===== src/rtl/srt_frame_ctrl.sv =====
// Frame sequencer for the SRT/CORDIC point datapath.
// Header/vector parsing, latency tracking and output credit throttle.
module srt_frame_ctrl #(
   parameter int PIPE_LAT  = 46,
   parameter int SRT_LAT   = 6,
   parameter int MAT_BEATS = 3,
   parameter int CREDITS   = 64,
   parameter int CNT_W     = 16
) (
   input  logic             aclk,
   input  logic             areset,
   input  logic             s_tvalid,
   input  logic             s_tlast,
   output logic             s_tready,
   output logic             mat_we,
   output logic [3:0]       mat_idx,
   output logic             vec_valid,
   output logic             ref_we,
   output logic [1:0]       ref_idx,
   output logic             out_valid,
   output logic             out_last,
   input  logic             fifo_pop,
   output logic             frame_done,
   output logic             err_short,
   output logic [CNT_W-1:0] vec_count
);

   localparam int BW  = (MAT_BEATS > 1) ? $clog2(MAT_BEATS) : 1;
   localparam int IFW = $clog2(CREDITS + 1);
   localparam logic [IFW-1:0] CRED_L    = IFW'(CREDITS);
   localparam logic [BW-1:0]  LAST_BEAT = BW'(MAT_BEATS - 1);

   typedef enum logic [1:0] {
      S_IDLE,
      S_LOAD,
      S_STREAM,
      S_DRAIN
   } state_t;

   state_t r_state;
   state_t w_next;

   logic [BW-1:0]            r_beat;
   logic [CNT_W-1:0]         r_vec_count;
   logic [1:0]               r_tag;
   logic [IFW-1:0]           r_inflight;
   logic [PIPE_LAT-1:0]      r_vld;
   logic [PIPE_LAT-1:0]      r_lst;
   logic [SRT_LAT-1:0]       r_ref_vld;
   logic [SRT_LAT-1:0][1:0]  r_ref_tag;

   logic w_hdr;
   logic w_ready;
   logic w_hs;
   logic w_first;
   logic w_drained;
   logic w_tag_vld;
   logic w_inc;
   logic w_dec;

   assign w_hdr   = (r_state == S_IDLE) || (r_state == S_LOAD);
   // Credit check uses only the registered count, never fifo_pop.
   assign w_ready = ~areset &
                    (w_hdr ||
                     ((r_state == S_STREAM) && (r_inflight < CRED_L)));
   assign w_hs    = s_tvalid & w_ready;
   assign w_first = w_hs && (r_state == S_IDLE);
   assign w_drained = (r_vld == '0);

   always_comb begin
      w_next     = r_state;
      mat_we     = 1'b0;
      vec_valid  = 1'b0;
      err_short  = 1'b0;
      frame_done = 1'b0;
      unique case (r_state)
         S_IDLE: begin
            if (w_hs) begin
               mat_we = 1'b1;
               if (s_tlast) begin
                  err_short = 1'b1;
               end else if (MAT_BEATS == 1) begin
                  w_next = S_STREAM;
               end else begin
                  w_next = S_LOAD;
               end
            end
         end
         S_LOAD: begin
            if (w_hs) begin
               mat_we = 1'b1;
               if (s_tlast) begin
                  err_short = 1'b1;
                  w_next    = S_IDLE;
               end else if (r_beat == LAST_BEAT) begin
                  w_next = S_STREAM;
               end
            end
         end
         S_STREAM: begin
            if (w_hs) begin
               vec_valid = 1'b1;
               if (s_tlast) begin
                  w_next = S_DRAIN;
               end
            end
         end
         S_DRAIN: begin
            if (w_drained) begin
               frame_done = 1'b1;
               w_next     = S_IDLE;
            end
         end
         default: w_next = S_IDLE;
      endcase
   end

   always_ff @(posedge aclk) begin
      if (areset) begin
         r_state <= S_IDLE;
      end else begin
         r_state <= w_next;
      end
   end

   always_ff @(posedge aclk) begin
      if (areset) begin
         r_beat <= '0;
      end else if (mat_we) begin
         if (err_short || (w_next == S_STREAM)) begin
            r_beat <= '0;
         end else begin
            r_beat <= r_beat + 1'b1;
         end
      end
   end

   always_ff @(posedge aclk) begin
      if (areset) begin
         r_vec_count <= '0;
      end else if (w_first) begin
         r_vec_count <= '0;
      end else if (vec_valid && (r_vec_count != '1)) begin
         r_vec_count <= r_vec_count + 1'b1;
      end
   end

   // Only the first three vectors of a frame carry a reference tag.
   assign w_tag_vld = vec_valid && (r_tag != 2'd3);

   always_ff @(posedge aclk) begin
      if (areset) begin
         r_tag <= '0;
      end else if (w_first) begin
         r_tag <= '0;
      end else if (w_tag_vld) begin
         r_tag <= r_tag + 1'b1;
      end
   end

   assign w_inc = vec_valid;
   assign w_dec = fifo_pop && (r_inflight != '0);

   always_ff @(posedge aclk) begin
      if (areset) begin
         r_inflight <= '0;
      end else if (w_inc && !w_dec) begin
         r_inflight <= r_inflight + 1'b1;
      end else if (!w_inc && w_dec) begin
         r_inflight <= r_inflight - 1'b1;
      end
   end

   always_ff @(posedge aclk) begin
      if (areset) begin
         r_vld     <= '0;
         r_lst     <= '0;
         r_ref_vld <= '0;
         r_ref_tag <= '0;
      end else begin
         r_vld     <= {r_vld[PIPE_LAT-2:0], vec_valid};
         r_lst     <= {r_lst[PIPE_LAT-2:0], vec_valid & s_tlast};
         r_ref_vld <= {r_ref_vld[SRT_LAT-2:0], w_tag_vld};
         r_ref_tag <= {r_ref_tag[SRT_LAT-2:0], r_tag};
      end
   end

   assign s_tready  = w_ready;
   assign mat_idx   = (mat_we && (r_state == S_LOAD)) ?
                      4'({r_beat, 2'b00}) : 4'd0;
   assign out_valid = r_vld[PIPE_LAT-1];
   assign out_last  = r_lst[PIPE_LAT-1];
   assign ref_we    = r_ref_vld[SRT_LAT-1];
   assign ref_idx   = ref_we ? r_ref_tag[SRT_LAT-1] : 2'd0;
   assign vec_count = r_vec_count;

endmodule


===== config.mk =====
export PLATFORM = sky130hd
export DESIGN_NAME = srt_frame_ctrl
export DESIGN_NICKNAME = d
export VERILOG_FILES = /design/src/rtl/srt_frame_ctrl.sv
export SDC_FILE = /design/constraint.sdc
export NUM_CORES = 1
export LEC_CHECK = 0
export ABC_AREA = 1
export BUFFER_PORTS_ARGS = -buffer_cell sky130_fd_sc_hd__buf_2
export CAP_MARGIN = 20
export CORE_MARGIN = 1
export CORE_UTILIZATION = 31
export CTS_CLUSTER_DIAMETER = 200
export DETAILED_ROUTE_END_ITERATION = 12
export HOLD_SLACK_MARGIN = 0.1
export PLACE_DENSITY_LB_ADDON = 0.05
export REMOVE_ABC_BUFFERS = 1
export SLEW_MARGIN = 20
export SYNTH_ARGS = -nofsm -noshare
export SYNTH_HDL_FRONTEND = slang
export SYNTH_SLANG_ARGS = --single-unit

===== constraint.sdc =====
create_clock -name aclk -period 2.7 [get_ports aclk]
set_input_delay 0 -clock aclk [delete_from_list [all_inputs] [get_ports aclk]]
set_output_delay 0 -clock aclk [all_outputs]
set_load 0.01 [all_outputs]

# Word level (Yosys, flattened, before mapping)
# Cells that the tools add are included.
[word_totals]
out_inout_bits = 30
input_bits = 5
word_cells = 72
regBits = 139
[classes]
n_bitwise = 4
n_reduce_logical = 19
n_eq_ne = 7
order_cmp = 1
n_mux = 22
addsub = 5
[ops]
columns = ["operator", "count"]
rows = [
  ["$logic_not A46 Y1", 1],
  ["$mux W2", 10],
  ["$add A16 B1 Y16 const B", 1],
  ["$ne A16 B16 Y1 const B", 1],
  ["$mux W7", 2],
  ["$eq A2 B2 Y1 const B", 4],
  ["$logic_and A1 B1 Y1", 8],
  ["$mux W1", 8],
  ["$pmux W2 S4", 1],
  ["$add A7 B1 Y7 const B", 1],
  ["$lt A7 B7 Y1 const B", 1],
  ["$reduce_bool A7 Y1", 1],
  ["$sub A7 B1 Y7 const B", 1],
  ["$add A2 B1 Y2 const B", 2],
  ["$mux W4", 1],
  ["$reduce_or A2 Y1", 2],
  ["$and A1 B1 Y1", 3],
  ["$logic_or A1 B1 Y1", 3],
  ["$eq A2 B1 Y1 const B", 1],
  ["$logic_not A1 Y1", 2],
  ["$logic_not A2 Y1", 1],
  ["$ne A2 B2 Y1 const B", 1],
  ["$reduce_bool A2 Y1", 1],
  ["$not A1 Y1", 1],
]

# Logic depth before layout (Yosys ltp)
[logic_depth]
depth_word = 11
mapped_depth = 18
mapped_depth_nobuf = 18

# Least setup slack after synthesis
# Ideal clock, no wire load.
[synth_timing]
kind = "reg2reg"
from = "reg r_state[1]"
to = "reg r_inflight[6]"
period_less_slack_ns = 2.332
stages_incl_launch_ff = 17
slack_ns = 0.368
arrival_time_ns = 2.219
cell_sequence = "dfxtp_1 > nand2_1 > nand4_4 > nor2_4 > ha_1 > inv_1 > fa_1 > nand3_1 > nand2_1 > nand2_1 > nand2_1 > a21oi_1 > nor2_1 > nor2_1 > nand2_1 > nor2_1 > nor2_1"
[synth_between]
elab_chain_cells = 10
[synth_lines]
columns = ["element", "line_no", "source"]
rows = [
  ["start: declaration", "40", "state_t r_state;"],
  ["start signal: assignment", "122", "r_state <= w_next;"],
  ["$eq A2 B1 Y1, or another cell as far along", "61", "assign w_hdr = (r_state == S_IDLE) || (r_state == S_LOAD);"],
  ["$logic_or A1 B1 Y1 / $logic_and A1 B1 Y1 (equally long branches)", "61, 65", ""],
  ["$logic_or A1 B1 Y1", "64", "(w_hdr ||"],
  ["$and A1 B1 Y1", "63", "assign w_ready = ~areset &"],
  ["$and A1 B1 Y1", "66", "assign w_hs = s_tvalid & w_ready;"],
  ["$mux W1", "101", "if (w_hs) begin"],
  ["$mux W1 (*)", "76", "unique case (r_state)"],
  ["via vec_valid", "17", "output logic vec_valid,"],
  ["$logic_not A1 Y1", "169", "end else if (!w_inc && w_dec) begin"],
  ["$logic_and A1 B1 Y1", "169", ""],
  ["$reduce_bool A2 Y1 (no line)", "-", ""],
  ["end signal: assignment", "168", "r_inflight <= r_inflight + 1'b1;"],
  ["end signal: assignment", "170", "r_inflight <= r_inflight - 1'b1;"],
  ["end: declaration", "46", "logic [IFW-1:0] r_inflight;"],
]
# Mark *: on every way through the listed nets, which the timed path passes. The rest lies on a longest branch.
# A chain may end at the register's enable or synchronous reset.

# Final worst setup path
[layout_timing]
from = "reg r_inflight[4]"
to = "reg r_inflight[6]"
[layout_between]
elab_chain_cells = 10
[layout_lines]
columns = ["element", "line_no", "source"]
rows = [
  ["$lt A7 B7 Y1", "65", "((r_state == S_STREAM) && (r_inflight < CRED_L)));"],
  ["$logic_and A1 B1 Y1", "65", ""],
  ["$logic_or A1 B1 Y1", "64", ""],
  ["$and A1 B1 Y1", "63", ""],
  ["$and A1 B1 Y1", "66", ""],
  ["$mux W1", "101", ""],
  ["$mux W1", "76", ""],
  ["$logic_not A1 Y1", "169", ""],
  ["$logic_and A1 B1 Y1", "169", ""],
  ["$reduce_bool A2 Y1 (no line)", "-", ""],
]
# Parallel ways exist; a longest one is shown, timed or not. The select of a mux whose other input is x is not followed.

==> flow_metrics.tcl <==
set metrics [dict create \
    status "complete, no violations" \
    intPower_uw 3781 \
    layout-drive-gt1-share_pct 15.07 \
    synth_top_cells_by_area "dfxtp_1 (56%), nor2_1 (13%), inv_1 (11%)" \
    io_buffers 32 \
    p_switching_uw 1214 \
    dieArea_mm2 0.01655 \
    first_iter_violations 139 \
    ant_nets 0 \
    n_fill_cell 1648 \
    rsz0062_at_grt "true" \
    dp_hpwl_um 5471 \
    crit_buf_inv 1 \
    postSynthCellCount 632 \
    grt_start_max_net_pins 61 \
    worst_pin_slew_ns 0.6062 \
    root_buffer "clkbuf_16" \
    setup_viol 0 \
    die_x_um 128.7 \
    drcViolationCount 0 \
    diodes 0 \
    num_vias 3559 \
    p_comb_share_pct 12.9 \
    avgSynthCellArea_um2 7.869 \
    crit_fanout 6 \
    endpoint_kind "flop" \
    syn-cell-area_mm2 0.004974 \
    max_stage_delay_ns 0.44 \
    yosysUniqueCellTypes 34 \
    seq_power_share_pct 43.5 \
    ir_worst_vdd_uv 462.0 \
    cts_tree "done" \
    grt_overflow 0 \
    routedWlPerCell_um 9.648 \
    path_delay_family "simple AND/OR/NAND/NOR gates" \
    crit_required_ns 3.05 \
    fin_crit_ns 2.609 \
    finalPower_uw 4995 \
    critPathKind "flop to flop" \
    fin_ws_ns 0.09058 \
    clk_pin_slew_ns 0.05 \
    cp.arrival_ns 2.96 \
    fin_worst_skew_ns 0.008509 \
    cts-htree-levels 4 \
    design.core.area_mm2 0.01543 \
    clkPwrFrac_pct 43.6 \
    synth_top_area_share_pct 55.95 \
    syn_to_final_growth_pct 21.74 \
    grt_pass1_wl_um 15340 \
    cts_buffers 17 \
    ys_seq_area_share_pct 55.95 \
    clockBufferDepth 2 \
    power_density_mw_per_mm2 824.9 \
    switching_share_pct 24.30 \
    ys_warn_count 0 \
    num_rows 45 \
    viasPerCell 3.950 \
    hold_class "primary input to flop" \
    multiInputGateArea_mm2 0.001635 \
    drt_wl_total_um 8693 \
    maxSlewHeadroom_pct 59.59 \
    firstDrtPassIters 4 \
    path_cells "nor3_2 -> nand3_1 -> o31ai_2 -> ha_2 -> clkinvlp_4 -> fa_2 -> nand3_2 -> nand2_2 -> nand2_2 -> nand2_2 -> a21oi_2 -> nor2_1 -> nor2_1 -> nand2_1 -> nand2_1 -> nand2_1 -> nor2_1" \
    start_util_pct 32.24 \
    gp_congestion 0.8044 \
    pre_cts_slack_ns 0.1381 \
    drv_slew 0 \
    max_freq_ghz 0.3832 \
    yosysTopAreaCell "dfxtp_1" \
    ys_ff_latch 139 \
    gr-usage-all-layers_pct 11.97 \
    startpoint_type "flop" \
    antenna_found_initial 0 \
    power_leakage_uw 0.002497 \
    finalNetCount 693 \
    clkLatencyLatePin_ns 0.41 \
    maxCapViolations 0 \
    first_global_vias 3461 \
    io_pins 35 \
    finalCritPeriodShare_pct 96.65 \
    crit_path_top_delay_cell "fa_2" \
    die_h_um 128.7 \
    ff_latch_area_mm2 0.002789 \
    hold_violations 0 \
    cts_sinks 139 \
]
-- worst paths after layout --
kind	startpoint	to	slack (ns)	cells past startpoint
max	r_inflight[4]	r_inflight[6]	0.09	17
min	fifo_pop	r_inflight[5]	0.18	5
max reg2reg	r_inflight[4]	r_inflight[6]	0.09	17
min reg2reg	r_ref_vld[1]	r_ref_vld[2]	0.39	2
-- sequential cells by signal (all words and copies together), names as in the netlist --
name        flops
r_state         2
vec_count      16
r_inflight      7
r_lst          46
r_ref_tag      12
r_vld          46
r_beat          2
r_ref_vld       6
r_tag           2
-- power by group through the flow --
stage | clock network, uW | registers, uW | logic, uW
finish | 2180 | 2170 | 642
global route | 2360 | 2180 | 730
CTS | 2260 | 2150 | 455
detailed placement | 0 | 2190 | 450
global placement | 0 | 2190 | 452
floorplan | 0 | 2180 | 348
-- cell families (layout without fill, tap and decap cells) --
| logic type | Yosys count | in the layout | share of synthesized area (%) |
|---|---|---|---|
| xor+xnor | 9 | 9 | 1.585 |
| buf+inv | 164 | 221 | 12.75 |
| flops | 139 | 139 | 55.95 |
| compound gates | 42 | 42 | 4.352 |
| fa+ha+maj | 10 | 10 | 2.667 |
| other cells | 1 | 2 | 0.07540 |
| simple gates | 267 | 267 | 22.62 |
-- final cells by class --
cell class,count,area share (%)
Tap cell,211,4.360
Multi-Input combinational cell,330,27.01
Sequential cell,139,46.06
Timing Repair Buffer,44,4.298
Clock inverter,8,1.571
Clock buffer,23,7.564
Inverter,146,9.134
-- synthesized netlist by cell type, drive strengths merged --
cell type	n
nor2	174
inv	145
dfxtp	139
nand2	62
a21oi	23
o21ai	16
clkbuf	13
nand3	12
ha	9
xor2	8
nor3	7
buf	5
nand4	5
or2	3
nor4	2
a31oi	1
clkinv	1
conb	1
fa	1
nand3b	1
nor3b	1
o21a	1
o31ai	1
xnor2	1
-- through the flow --
| stage | instances | TNS [ns] | instance area, um2 | hold slack [ns] | util [%] |
|---|---|---|---|---|---|
| floorplan | 615 | 0 | 4892 | 0.04753 | - |
| global placement | 862 | 0 | 5349 | 0.2812 | 34.67 |
| detailed placement | 862 | 0 | 5349 | 0.2864 | 34.67 |
| CTS | 896 | 0 | 5932 | 0.2077 | 38.45 |
| global route | 901 | -0.2001 | 6055 | 0.2435 | 39.25 |
| finish | 901 | 0 | 6055 | 0.1820 | 39.25 |
-- tightest hold or removal path, delay by kind of cell --
| family | cells | cell delay, ns |
|---|---|---|
| AO/OA/AOI/OAI | 2 | 0.15 |
| adder cells (fa/ha/maj) | 1 | 0.26 |
| buffers and inverters | 2 | 0.15 |
-- cell usage in the layout (no fill, tap or decap), types with 2 or more instances in the layout --
cell type	count
a21oi_1	21
a21oi_2	2
buf_2	31
buf_4	10
bufinv_16	2
clkbuf_1	5
clkbuf_16	17
clkinv_2	5
clkinvlp_4	3
conb_1	2
dfxtp_1	136
dfxtp_2	2
dlygate4sd3_1	3
ha_1	5
ha_4	3
inv_1	141
inv_2	3
nand2_1	54
nand2_2	8
nand3_1	11
nand4_1	3
nor2_1	168
nor2_2	4
nor2_4	2
nor3_1	4
nor3_2	3
nor4_1	2
o21ai_0	15
or2_1	2
xor2_1	8
-- layer usage --
layer  GRT usage [%]  share of wire (%)  up-vias
met5               0                  0        -
met3           4.407                4.0       20
li1                -                  -     1930
met4           6.644                2.7        0
met1           14.70                 50     1556
met2           18.12                 43       53
-- timing repair --
action | CTS | global route
hold endpoints to repair | 8 | 0
hold buffers | 3 | 0
gates resized for setup | 0 | 20
setup endpoints to repair | 0 | 2
setup buffers | 0 | 5
(Power assumes the default switching activity.)
